<file path="config.mk">
export PLATFORM = sky130hd
export DESIGN_NAME = sync_fifo
export DESIGN_NICKNAME = d
export VERILOG_FILES = /design/src/rtl/sync_fifo.sv
export SDC_FILE = /design/constraint.sdc
export NUM_CORES = 1
export LEC_CHECK = 0
export BUFFER_PORTS_ARGS = -buffer_cell sky130_fd_sc_hd__buf_2
export CAP_MARGIN = 10
export CORE_ASPECT_RATIO = 1.5
export CORE_MARGIN = 2
export CORE_UTILIZATION = 38
export CTS_CLUSTER_DIAMETER = 40
export CTS_CLUSTER_SIZE = 40
export DETAILED_ROUTE_END_ITERATION = 12
export GPL_TIMING_DRIVEN = 0
export REMOVE_ABC_BUFFERS = 1
export SETUP_SLACK_MARGIN = 0.3
export SYNTH_ARGS = -nofsm -noshare
export SYNTH_HDL_FRONTEND = slang
export SYNTH_SLANG_ARGS = --single-unit
</file>
<file path="constraint.sdc">
create_clock -name clk -period 2 [get_ports clk]
set_input_delay 0.2 -clock clk [delete_from_list [all_inputs] [get_ports clk]]
set_output_delay 0.2 -clock clk [all_outputs]
set_load 0.005 [all_outputs]
</file>
<file path="src/rtl/sync_fifo.sv">
// Single-clock FIFO with registered read data and per-attempt overflow/underflow pulses.
// Pointers carry an extra wrap bit so full and empty are distinguished without a counter.
module sync_fifo #(
  parameter int WIDTH = 8,
  parameter int DEPTH = 16
) (
  input  logic             clk,
  input  logic             rst,
  input  logic             wr_en,
  input  logic             rd_en,
  input  logic [WIDTH-1:0] wdata,
  output logic [WIDTH-1:0] rdata,
  output logic             wr_error,
  output logic             rd_error
);

  localparam int PTR_WIDTH = $clog2(DEPTH);

  logic [WIDTH-1:0]   mem [DEPTH];
  logic [PTR_WIDTH:0] wr_ptr;
  logic [PTR_WIDTH:0] rd_ptr;
  logic               full;
  logic               empty;
  logic               wr_ok;
  logic               rd_ok;

  always_comb begin
    empty = (wr_ptr == rd_ptr);
    full  = (wr_ptr[PTR_WIDTH-1:0] == rd_ptr[PTR_WIDTH-1:0]) &&
            (wr_ptr[PTR_WIDTH] != rd_ptr[PTR_WIDTH]);
    rd_ok = rd_en && !empty;
    // A full FIFO still accepts a write when a read frees the oldest slot on the same edge.
    wr_ok = wr_en && (!full || rd_ok);
  end

  always_ff @(posedge clk) begin
    if (wr_ok) begin
      mem[wr_ptr[PTR_WIDTH-1:0]] <= wdata;
    end
  end

  always_ff @(posedge clk or posedge rst) begin
    if (rst) begin
      wr_ptr   <= '0;
      rd_ptr   <= '0;
      rdata    <= '0;
      wr_error <= 1'b0;
      rd_error <= 1'b0;
    end else begin
      wr_error <= wr_en && !wr_ok;
      rd_error <= rd_en && !rd_ok;
      if (wr_ok) begin
        wr_ptr <= wr_ptr + (PTR_WIDTH+1)'(1);
      end
      if (rd_ok) begin
        rdata  <= mem[rd_ptr[PTR_WIDTH-1:0]];
        rd_ptr <= rd_ptr + (PTR_WIDTH+1)'(1);
      end
    end
  end

endmodule

</file>
# [After elaboration in Yosys (flattened, before gate mapping)]
# Memories as Yosys holds them, arrays and structs flattened. A register that Yosys moved wholly into a read port is not among the register bits.
# Cells that the tools add are included.
[totals] ramBits=128 wordCells=22 mem_count=1 ff_bits=12
[memory_table] memory="mem" words=16 word_bits=8 rd=1 rd_ports_with_merged_regs=1 write_ports=1 line="19" source="logic [WIDTH-1:0] mem [DEPTH];"
[classes] reduce_logical=10 n_addsub=2 n_mux=2 n_eq_ne=3
[op_table] operator="adder 5 x 1 -> 5 bit, second input constant" count=2
[op_table] operator="equality test 5 bit" count=1
[op_table] operator="logical AND 1 bit" count=5
[op_table] operator="equality test 4 bit" count=1
[op_table] operator="zero test 1 bit" count=4
[op_table] operator="2-to-1 mux 1 bit" count=2
[op_table] operator="logical OR 1 bit" count=1
[op_table] operator="!= test 1 bit" count=1

# [Depth between registers and ports, before layout]
[depth] ltp_word=7 mapped_depth=7 depth_no_buf=4

# [Worst setup path after synthesis]
# Ideal clock, no wire load.
[synth_path] path_kind="flip-flop to flip-flop" startpoint="register rd_ptr[3]" endpoint="memory mem[3][0], enable pin" setup_ps=383 slack_ps=-85 stages_incl_launch_ff=6 arrival_time_ps=1701 path_buffers=1 cell_sequence="dfrtp_1 -> clkbuf_1 -> xnor2_1 -> nand4_2 -> o211ai_1 -> nor3_1"
[synth_via] elab_chain_len=7 word_cells_on_any_way=10 cone_classes="eq/ne: 2; mux: 2; reduce/logical: 6"
[synth_lines] element="start, declared" line="21" source="logic [PTR_WIDTH:0] rd_ptr;"
[synth_lines] element="start signal, assigned" line="57" source="rd_ptr <= rd_ptr + (PTR_WIDTH+1)'(1);"
[synth_lines] element="equality test 5 bit / equality test 4 bit (equally long branches)" line="28, 29"
[synth_lines] element="zero test 1 bit / logical AND 1 bit (equally long branches)" line="31, 29"
[synth_lines] element="logical AND 1 bit / zero test 1 bit (equally long branches)" line="31, 33"
[synth_lines] element="logical OR 1 bit *" line="33" source="wr_ok = wr_en && (!full || rd_ok);"
[synth_lines] element="logical AND 1 bit *" line="33"
[synth_lines] element="2-to-1 mux 1 bit *" line="37" source="if (wr_ok) begin"
[synth_lines] element="2-to-1 mux 1 bit (not written as such) *" line="38" source="mem[wr_ptr[PTR_WIDTH-1:0]] <= wdata;"
[synth_lines] element="end, declared" line="19"
# Every way passes the cells marked *; elsewhere a longest branch is shown, timed or not.

# [Worst setup path after layout]
[layout_path] startpoint="register rd_ptr[1]" endpoint="register rdata[5] (read register of mem)"
[layout_via] elab_chain_len=3
[layout_lines] element="equality test 5 bit" line="28" source="empty = (wr_ptr == rd_ptr);"
[layout_lines] element="zero test 1 bit" line="31" source="rd_ok = rd_en && !empty;"
[layout_lines] element="logical AND 1 bit" line="31"
[layout_lines] element="end, declared" line="12" source="output logic [WIDTH-1:0] rdata,"
# Parallel ways exist; a longest one is shown, timed or not.
# A chain may end at the register's enable or synchronous reset.

==> impl_metrics.env <==
export IMPL_outcome="finished, violations left"
export IMPL_violations="setup timing"
export IMPL_mostFrequentLayoutCell="edfxtp_1"
export IMPL_min_period_over_period_pct=108
export IMPL_dp_cells=516
export IMPL_hp_class="in -> reg"
export IMPL_drc=0
export IMPL_synth_seq_cells=148
export IMPL_path_class="reg -> reg"
export IMPL_highest_layer="met4"
export IMPL_ys_warn_count=0
export IMPL_fin_cells=585
export IMPL_cts_buffer_depth=2
export IMPL_grt_max_degree=22
export IMPL_cts_root_buf="clkbuf_16"
export IMPL_cts_clk_slew_worst_paths_ps=60
export IMPL_dr_wl_met2_um=6670
export IMPL_cts_made_buffers=17
export IMPL_grt_pass1_vias=3114
export IMPL_drv_cap=0
export IMPL_vias_per_cell=5.11
export IMPL_fin_ws_ps=-163
export IMPL_synth_area_sq_um=5970
export IMPL_area_growth_pct=26.5
export IMPL_firstDrtPassIters=4
export IMPL_seqPwrFrac_pct=36.9
export IMPL_num_fill_cells=1245
export IMPL_io_pins=22
export IMPL_layout_common_cells="edfxtp_1, mux4_2, buf_4"
export IMPL_finalNetCount=386
export IMPL_intPower_uw=8050
export IMPL_rows=56
export IMPL_totalWireLength_um=11900
export IMPL_fin_skew_ps=8.28
export IMPL_cp_max_fo=7
export IMPL_finalSetupViolCount=16
export IMPL_dpl_cell_area_sq_um=6280
export IMPL_p_clk_share_pct=27.5
export IMPL_insertion_delay_ps=420
export IMPL_endpoint_kind="register"
export IMPL_dp_hpwl_um=7040
export IMPL_fin_tns_setup_ps=-1330
export IMPL_synth_cell_types=28
export IMPL_cts_tree="yes"
export IMPL_die_w_um=106
export IMPL_ir_drop_mv=0.684
export IMPL_combPwrFrac_pct=35.6
export IMPL_place_gp_congestion=0.723
export IMPL_multiInputGateArea_sq_um=1760
export IMPL_n_antenna_cell=0
export IMPL_arrival_ps=2460
export IMPL_wl_met1_um=4730
export IMPL_ys_seq_area_share_pct=72.8
export IMPL_rsz0062_at_grt="true"
export IMPL_startpoint_type="register"
export IMPL_io_buffer_count=21
export IMPL_antenna_found_initial=0
export IMPL_power_uw=11500
export IMPL_worst_ep_required_time_ps=2300
export IMPL_seq_area_sq_um=4360
export IMPL_slew_headroom_pct=46.3
export IMPL_die_area_sq_um=16700
export IMPL_core_area_sq_um=15500
export IMPL_grt_overflow=0
export IMPL_grt_pass1_wl_um=18300
export IMPL_avgRoutedWirePerCell_um=20.4
export IMPL_slew_violations=0
export IMPL_synth_avg_cell_area_sq_um=19.5
export IMPL_die_y_um=158
export IMPL_postLayoutCellArea_sq_um=7550
export IMPL_power_density_nw_per_um2=1520
export IMPL_ant_nets=0
export IMPL_drt_iter0_markers=218
export IMPL_drive_above_1_share_pct=43.2
export IMPL_swShare_pct=30.1
export IMPL_max_freq_mhz=462
export IMPL_hold_viol=0
export IMPL_routed_via_count=2990
export IMPL_min_period_ps=2160
export IMPL_utilization_pct=48.8
export IMPL_synthCells=306
export IMPL_cts_sinks=148
export IMPL_htreeDepth=4
export IMPL_met3_length_um=410
export IMPL_p_leak_uw=0.00268
export IMPL_tightest_slew_ps=805
export IMPL_initial_core_util_pct=38.6
export IMPL_switchingPower_uw=3460
export IMPL_grt_usage_pct=15.3
power groups by stage:
stage	combinational (uW)	sequential [uW]	clock, uW
after floorplan	1810	4390	0
after global placement	2380	4620	0
after detailed placement	2690	4380	0
after CTS	3810	4290	3210
after global routing	4400	4290	3340
final	4090	4250	3170
through the flow:
step | worst slack (ps) | hold slack (ps)
6_report | -163 | 83.1
5_1_grt | -210 | 82.2
4_1_cts | -156 | 45.1
3_5_place_dp | -766 | 399
3_3_place_gp | -2310 | 387
2_1_floorplan | -962 | 164
registers in the layout, indices dropped and copies added, names as in the netlist:
register  flops
rdata         8
rd_ptr        5
mem         128
wr_ptr        5
rd_error      1
wr_error      1
worst paths after layout:
path | cells past startpoint | endpoint | startpoint | slack (ps)
worst max-delay path | 6 | rdata[5] | rd_ptr[1] | -160
worst min-delay path | 3 | wr_error | wr_en | 80
worst max register to register | 6 | rdata[5] | rd_ptr[1] | -160
worst min register to register | 1 | rdata[0] | rdata[0] | 500
max in group asynchronous | 3 | rd_ptr[0] | rst | 940
min in group asynchronous | 3 | rd_ptr[4] | rst | 480
cells in the mapped netlist, drive strengths merged:
cell	count	share of area, %
o2111ai	1	0.15
a22o	8	1.2
ha	5	1.0
dfrtp	20	8.4
nand2b	8	0.84
xnor2	12	1.8
a221oi	8	1.2
inv	6	0.38
nand2	1	0.063
nor2	2	0.13
o211ai	5	0.63
mux4	24	9.1
mux2	18	3.4
and2	1	0.10
nor2b	4	0.42
o21ai	1	0.27
mux2i	16	2.7
clkbuf	5	0.31
xor2	1	0.15
o21a	1	0.13
buf	11	1.2
edfxtp	128	64
nand4	1	0.21
nor3	3	0.25
and3	16	1.7
kinds of logic after synthesis:
group | synth area share, %
compound gates | 3.52
xor+xnor | 1.91
fa+ha+maj | 1.05
buf+inv | 1.93
flops | 72.8
mux | 15.1
simple gates | 3.69
per-layer routing:
layer | vias to the layer above | track usage (%)
met5 | - | 0
met2 | 55 | 27.3
met4 | 0 | 5.45
met3 | 11 | 3.73
met1 | 1567 | 17.8
li1 | 1357 | -
timing repair:
action / 4_1_cts / 5_1_grt
hold endpoints to repair: 20 / 0
pin swaps: 12 / 10
gates cloned: 2 / 1
resized for setup: 54 / 20
hold buffers: 1 / 0
setup endpoints to repair: 148 / 142
setup buffers: 22 / 11
cell type report:
cell class	count	share of cell area, %
tap	203	3.36
inverter	6	0.365
timing repair buffer	59	7.37
clock buffer	17	5.63
sequential	148	57.7
multi-input combinational	137	23.3
clock inverter	15	2.24
worst max-delay path: stages (launching register included):
cell     delay, ps
dfrtp_2        490
buf_12         140
buf_12         120
mux4_2         510
mux2_4         290
a22o_1         220
mux2_4         260
Note: power is estimated with default switching activity, not from simulation.
